File: src/rtl/shortfifo.sv
// shortfifo: small first-word-fall-through FIFO, one clock domain.
// Storage is 2**aw words. The head word is read combinationally.
// Ports:
//   clk, rst_n : clock and async active-low reset
//   din, we    : write data and write enable
//   dout, re   : head data (0 when empty) and pop enable
//   full       : set when count == 2**aw
//   empty      : set when count == 0
//   count      : number of stored words, 0 .. 2**aw
module shortfifo #(
  parameter int dw = 8,
  parameter int aw = 3
) (
  input  logic          clk,
  input  logic          rst_n,
  input  logic [dw-1:0] din,
  input  logic          we,
  output logic [dw-1:0] dout,
  input  logic          re,
  output logic          full,
  output logic          empty,
  output logic [aw:0]   count
);

  localparam int depth = 2**aw;

  logic [dw-1:0] mem [depth];
  logic [aw-1:0] wr_ptr;
  logic [aw-1:0] rd_ptr;
  logic          wr_ok;
  logic          rd_ok;

  // count never exceeds depth, so its top bit alone marks full
  assign full  = count[aw];
  assign empty = (count == '0);

  // a pop frees a slot in the same edge, so a full FIFO
  // still accepts a write when re is high
  assign wr_ok = we & (~full | re);
  assign rd_ok = re & ~empty;

  assign dout = empty ? '0 : mem[rd_ptr];

  always_ff @(posedge clk) begin
    if (wr_ok) begin
      mem[wr_ptr] <= din;
    end
  end

  always_ff @(posedge clk or negedge rst_n) begin
    if (!rst_n) begin
      wr_ptr <= '0;
      rd_ptr <= '0;
      count  <= '0;
    end else begin
      if (wr_ok) begin
        wr_ptr <= wr_ptr + 1'b1;
      end
      if (rd_ok) begin
        rd_ptr <= rd_ptr + 1'b1;
      end
      count <= count
             + {{aw{1'b0}}, wr_ok}
             - {{aw{1'b0}}, rd_ok};
    end
  end

endmodule

File: config.mk
export PLATFORM = sky130hd
export DESIGN_NAME = shortfifo
export DESIGN_NICKNAME = d
export VERILOG_FILES = /design/src/rtl/shortfifo.sv
export SDC_FILE = /design/constraint.sdc
export NUM_CORES = 1
export LEC_CHECK = 0
export ABC_CLOCK_PERIOD_IN_PS = 4200
export CAP_MARGIN = 15
export CORE_ASPECT_RATIO = 0.6
export CORE_UTILIZATION = 30
export DETAILED_ROUTE_END_ITERATION = 6
export GPL_ROUTABILITY_DRIVEN = 0
export SYNTH_ARGS = -nofsm -noshare
export SYNTH_HDL_FRONTEND = slang
export SYNTH_SLANG_ARGS = --single-unit
File: constraint.sdc
create_clock -name clk -period 4.2 [get_ports clk]
set_clock_uncertainty 0.05 [all_clocks]
set_input_delay 0.84 -clock clk [delete_from_list [all_inputs] [get_ports clk]]
set_output_delay 0.84 -clock clk [all_outputs]
set_load 0.005 [all_outputs]
## After elaboration in Yosys (flattened, before gate mapping)

Memory sizes are Yosys's and may differ from the RTL's.
Index checks and enable logic that the tools add are counted.

| word-level totals | value |
|---|---|
| register bits | 10 |
| RAM bits | 64 |
| input bits | 12 |
| logic and storage cells | 17 |
| memories kept | 1 |

Memory list:

| name | words | bits a word | read ports | clocked after memory_dff | write ports | line | source |
|---|---|---|---|---|---|---|---|
| mem | 8 | 8 | 1 | 0 | 1 | 27 | `logic [dw-1:0] mem [depth];` |

| operators by class | value |
|---|---|
| add/subtract/negate cells | 4 |
| mux-type cells | 3 |
| bitwise gates (word level) | 5 |
| reduce and logical (&&, ||, !) cells | 1 |

Operator list:

| operator | count |
|---|---|
| $mux W8 | 1 |
| $add A3 B1 Y3 const B | 2 |
| $add A4 B1 Y4 | 1 |
| $logic_not A4 Y1 | 1 |
| $sub A4 B1 Y4 | 1 |
| $and A1 B1 Y1 | 2 |
| $mux W1 | 2 |
| $not A1 Y1 | 2 |
| $or A1 B1 Y1 | 1 |

## Longest topological paths before layout

| depth | value |
|---|---|
| depth after elaboration | 5 |
| gate-level depth with buffers | 10 |

## Worst setup path after synthesis

Ideal clock, no wire load.

| timing | value |
|---|---|
| path kind | input to register |
| start | input re |
| end | memory mem[0][0] (enable) |
| setup time | 0.395 ns |
| arrival time | 1.765 ns |
| path slack | 1.990 ns |
| stages | 2 |
| buffers on the path | 0 |
| cell sequence | o21ai_2 -> nor4_1 |

| on the way | value |
|---|---|
| longest elaborated chain between the ends | 4 |

Ends and longest elaborated chain:

| element | line | source |
|---|---|---|
| start, declared | 19 | `input logic re,` |
| $or A1 B1 Y1 | 39 | `assign wr_ok = we & (~full \| re);` |
| $and A1 B1 Y1 | 39 |  |
| $mux W1 | 45 | `if (wr_ok) begin` |
| $mux W1 (implied by the code) | 46 | `mem[wr_ptr] <= din;` |
| end, declared | 27 |  |

Every way passes these cells.

## Final worst setup path

| timing | value |
|---|---|
| start | register rd_ptr[1] |
| end | output dout[2] |

| on the way | value |
|---|---|
| longest elaborated chain between the ends | 2 |

Ends and longest elaborated chain:

| element | line | source |
|---|---|---|
| start, declared | 29 | `logic [aw-1:0] rd_ptr;` |
| start signal, assigned | 60 | `rd_ptr <= rd_ptr + 1'b1;` |
| $mem_v2 Z8 W8 | -- |  |
| $mux W8 | 42 | `assign dout = empty ? '0 : mem[rd_ptr];` |
| end, declared | 18 | `output logic [dw-1:0] dout,` |

Every way passes these cells.

==> key figures <==
Critical path
  • R2R cell count: 10
  • WS Path Type: reg2out
  • R2R Path End: count[2]
  • Crit path capture type: output port
  • RR Startpoint: count[3]
  • FF-to-FF setup slack: 1670 ps
  • Startpoint types: flop
  • CP Max Fanout: 20
  • WP data required: 3310 ps
  • Worst Path Arrival: 2460 ps

STA
  • Final Hold Viols: 0
  • Slew HR: between 30 and 40%
  • Clock period minus worst slack: 3350 ps
  • Worst hold slack: 495 ps
  • Worst slew pin tran: roughly 900 ps
  • RSZ-0062 raised after global routing: false
  • Finish-stage setup viols: 0
  • Final max-slew violation count: 0
  • Fmax: roughly 300 MHz
  • Post-Route Setup TNS: 0 ps
  • Period utilization: 79.7%

Floorplan
  • Die Wd: 134 um
  • Die area: 10,900 um^2
  • Core Rows: 28
  • Starting Density: 31.3%
  • I/O Pins: 26
  • Core ar.: about 10,000 um^2
  • DIE HEIGHT: 81.2 um

GRT
  • Gr usage total: 12.9%
  • Grt ovf: 0
  • First-pass GRT wire length: 9520 um
  • Antenna violations before repair: 0
  • Largest net degree at the start of global routing: 21
  • Vias in the first global route: between 1,500 and 2,000

Routing
  • Post-route ant nets: 0
  • Wire per inst: 17.4 um
  • Pre-antenna DRT Iters: 5
  • Via Count: 1,618
  • Via density: 4.53
  • Post-Route WL: 6220 um
  • Initial DRC Count: 55
  • Number of remaining DRC errors: 0

Power and ir drop
  • PD cells: 704 nW/um^2
  • Total power: 2.67 mW
  • Worst vdd ir: 286 uV
  • P_leak: around 1.4 nW

Job
  • Max-Cap Viols: 0

Layout
  • Final Cell Area: 3790 um^2
  • Area grow syn2layout: 20.9%
  • Final nets: 237
  • Commonest non-fill, non-tap cell in the layout: edfxtp_1
  • Most frequent cells in the layout: edfxtp_1, mux2i_1, clkdlybuf4s50_1, a22o_1
  • Diodes inserted: 0
  • Layout cells sized above 1: 15.8%

Synth
  • Simple-Gate Fraction of Synth Area: a little under 6%
  • Sequential fraction of the synthesis area: 69.2%
  • Mux share of post-synthesis cell area: 10.9%
  • Synth Area in Adders: 3.43%
  • Complex-gate fraction of the synthesized area: 5.62%
  • Netlist Area Pre-Place: approximately 3100 um^2
  • Avg Cell Area, Syn: 17.1 um^2
  • Syn Nets: between 200 and 250
  • Synth Area in XOR/XNOR: 1.68%
  • Synth top area share: 61.3%
  • Top cells by area, synth: edfxtp_1, mux2i_1, dfrtp_1
  • Yosys warnings: 0
  • Netlist cell types: 30
  • Main combinational cell family by area after synthesis: multiplexers
  • Cell taking the most area after synthesis: edfxtp_1
  • FF+latch count, synth: between 70 and 80
  • Mapped Cells: 183

Hold path
  • Min-Delay Path Class: reg2reg
  • WHS Path Cells: 1
  • Hold Path End: rd_ptr[2]
  • Hold_sp: rd_ptr[2]

CTS
  • Post-CTS Setup Bufs: 0
  • CTS H-tree depth: 3
  • Clk pin slew, worst setup/hold paths: around 60 ps
  • # hold bufs at CTS: 0
  • Sink Count: between 70 and 80
  • CTS tree: done
  • Post-cts resize count: 0
  • Worst-Skew Late Latency: 330 ps
  • TritonCTS Buffers: 9
  • Clk root buf: clkbuf_16
  • Clock tree buffer depth: 2

Placement
  • Dpl cell area: about 3500 um^2
  • Port bufs: 25
  • Hpwl dp: 3990 um

Status
  • Status: finished, final reports clean
[kinds of logic after synthesis]
group,after synthesis
flip-flops,74
multiplexers,34
AND/OR/NAND/NOR,26
AO/OA/AOI/OAI,21
buffers and inverters,14
adder cells (fa/ha/maj),8
XOR/XNOR,6
[worst max-delay path: stages (launching register included)]
cell and delay, ps:
dfrtp_2 630, buf_4 410, mux2i_1 130, a22o_1 250, nor3_2 160, clkdlybuf4s50_1 520
[synth_stat cells]
master and instances:
nor4_1 1, mux2_2 2, o21ai_2 1, mux2i_1 32
dfrtp_1 10, a21o_1 1, nor2_1 4, buf_1 1
ha_1 7, nor3b_2 1, nor3_1 4, nand2_1 1
o211ai_1 2, buf_6 2, nor2b_1 3, edfxtp_1 64
buf_8 1, nand3b_1 1, nand2b_1 2, xor2_1 3
clkbuf_1 2, a21oi_1 1, inv_1 5, buf_12 1
and2_1 1, fa_1 1, a22o_1 16, buf_4 2
xnor2_1 3, nor3_2 8
[state kept, by name, indices dropped and copies added (netlist names)]
signal	count
rd_ptr	3
count	4
wr_ptr	3
mem	64
[metal layers]
| layer | track usage, % | vias up | routed length (um) |
|---|---|---|---|
| li1 | - | 776 | - |
| met1 | 17.5 | 809 | 3210 |
| met2 | 18.5 | 29 | 2730 |
| met3 | 4.18 | 4 | 245 |
| met4 | 6.40 | 0 | 35 |
| met5 | 0 | - | 0 |
[per-stage QoR]
step	utilization (%)	instances	setup WS, ps
6_report	37.9	357	851
5_1_grt	37.9	357	706
4_1_cts	37.9	357	808
3_5_place_dp	35.3	341	1180
3_3_place_gp	35.3	341	1220
2_1_floorplan	-	183	1990
[worst max-delay path by stage]
stage	startpoint	to	slack, ps
after floorplan	re	mem[0][0]	1990
after global placement	rd_ptr[1]	dout[2]	1220
after detailed placement	rd_ptr[1]	dout[7]	1180
after CTS	rd_ptr[1]	dout[2]	810
after global routing	rd_ptr[1]	dout[2]	710
final	rd_ptr[1]	dout[2]	850
[where the power goes]
part	switching, mW	internal (mW)	total (mW)
clock network	0.274	0.391	0.665
registers	0.109	0.936	1.05
logic	0.454	0.507	0.961
[final cells by class]
type                       count  area (um^2)
sequential                    74         2170
clock inverter                 7         36.3
inverter                       5         18.8
clock buffer                   9          225
multi-input combinational     95          868
fill                         970         6230
timing repair buffer          32          303
tap                          135          169
Note: power is estimated with default switching activity, not from simulation.
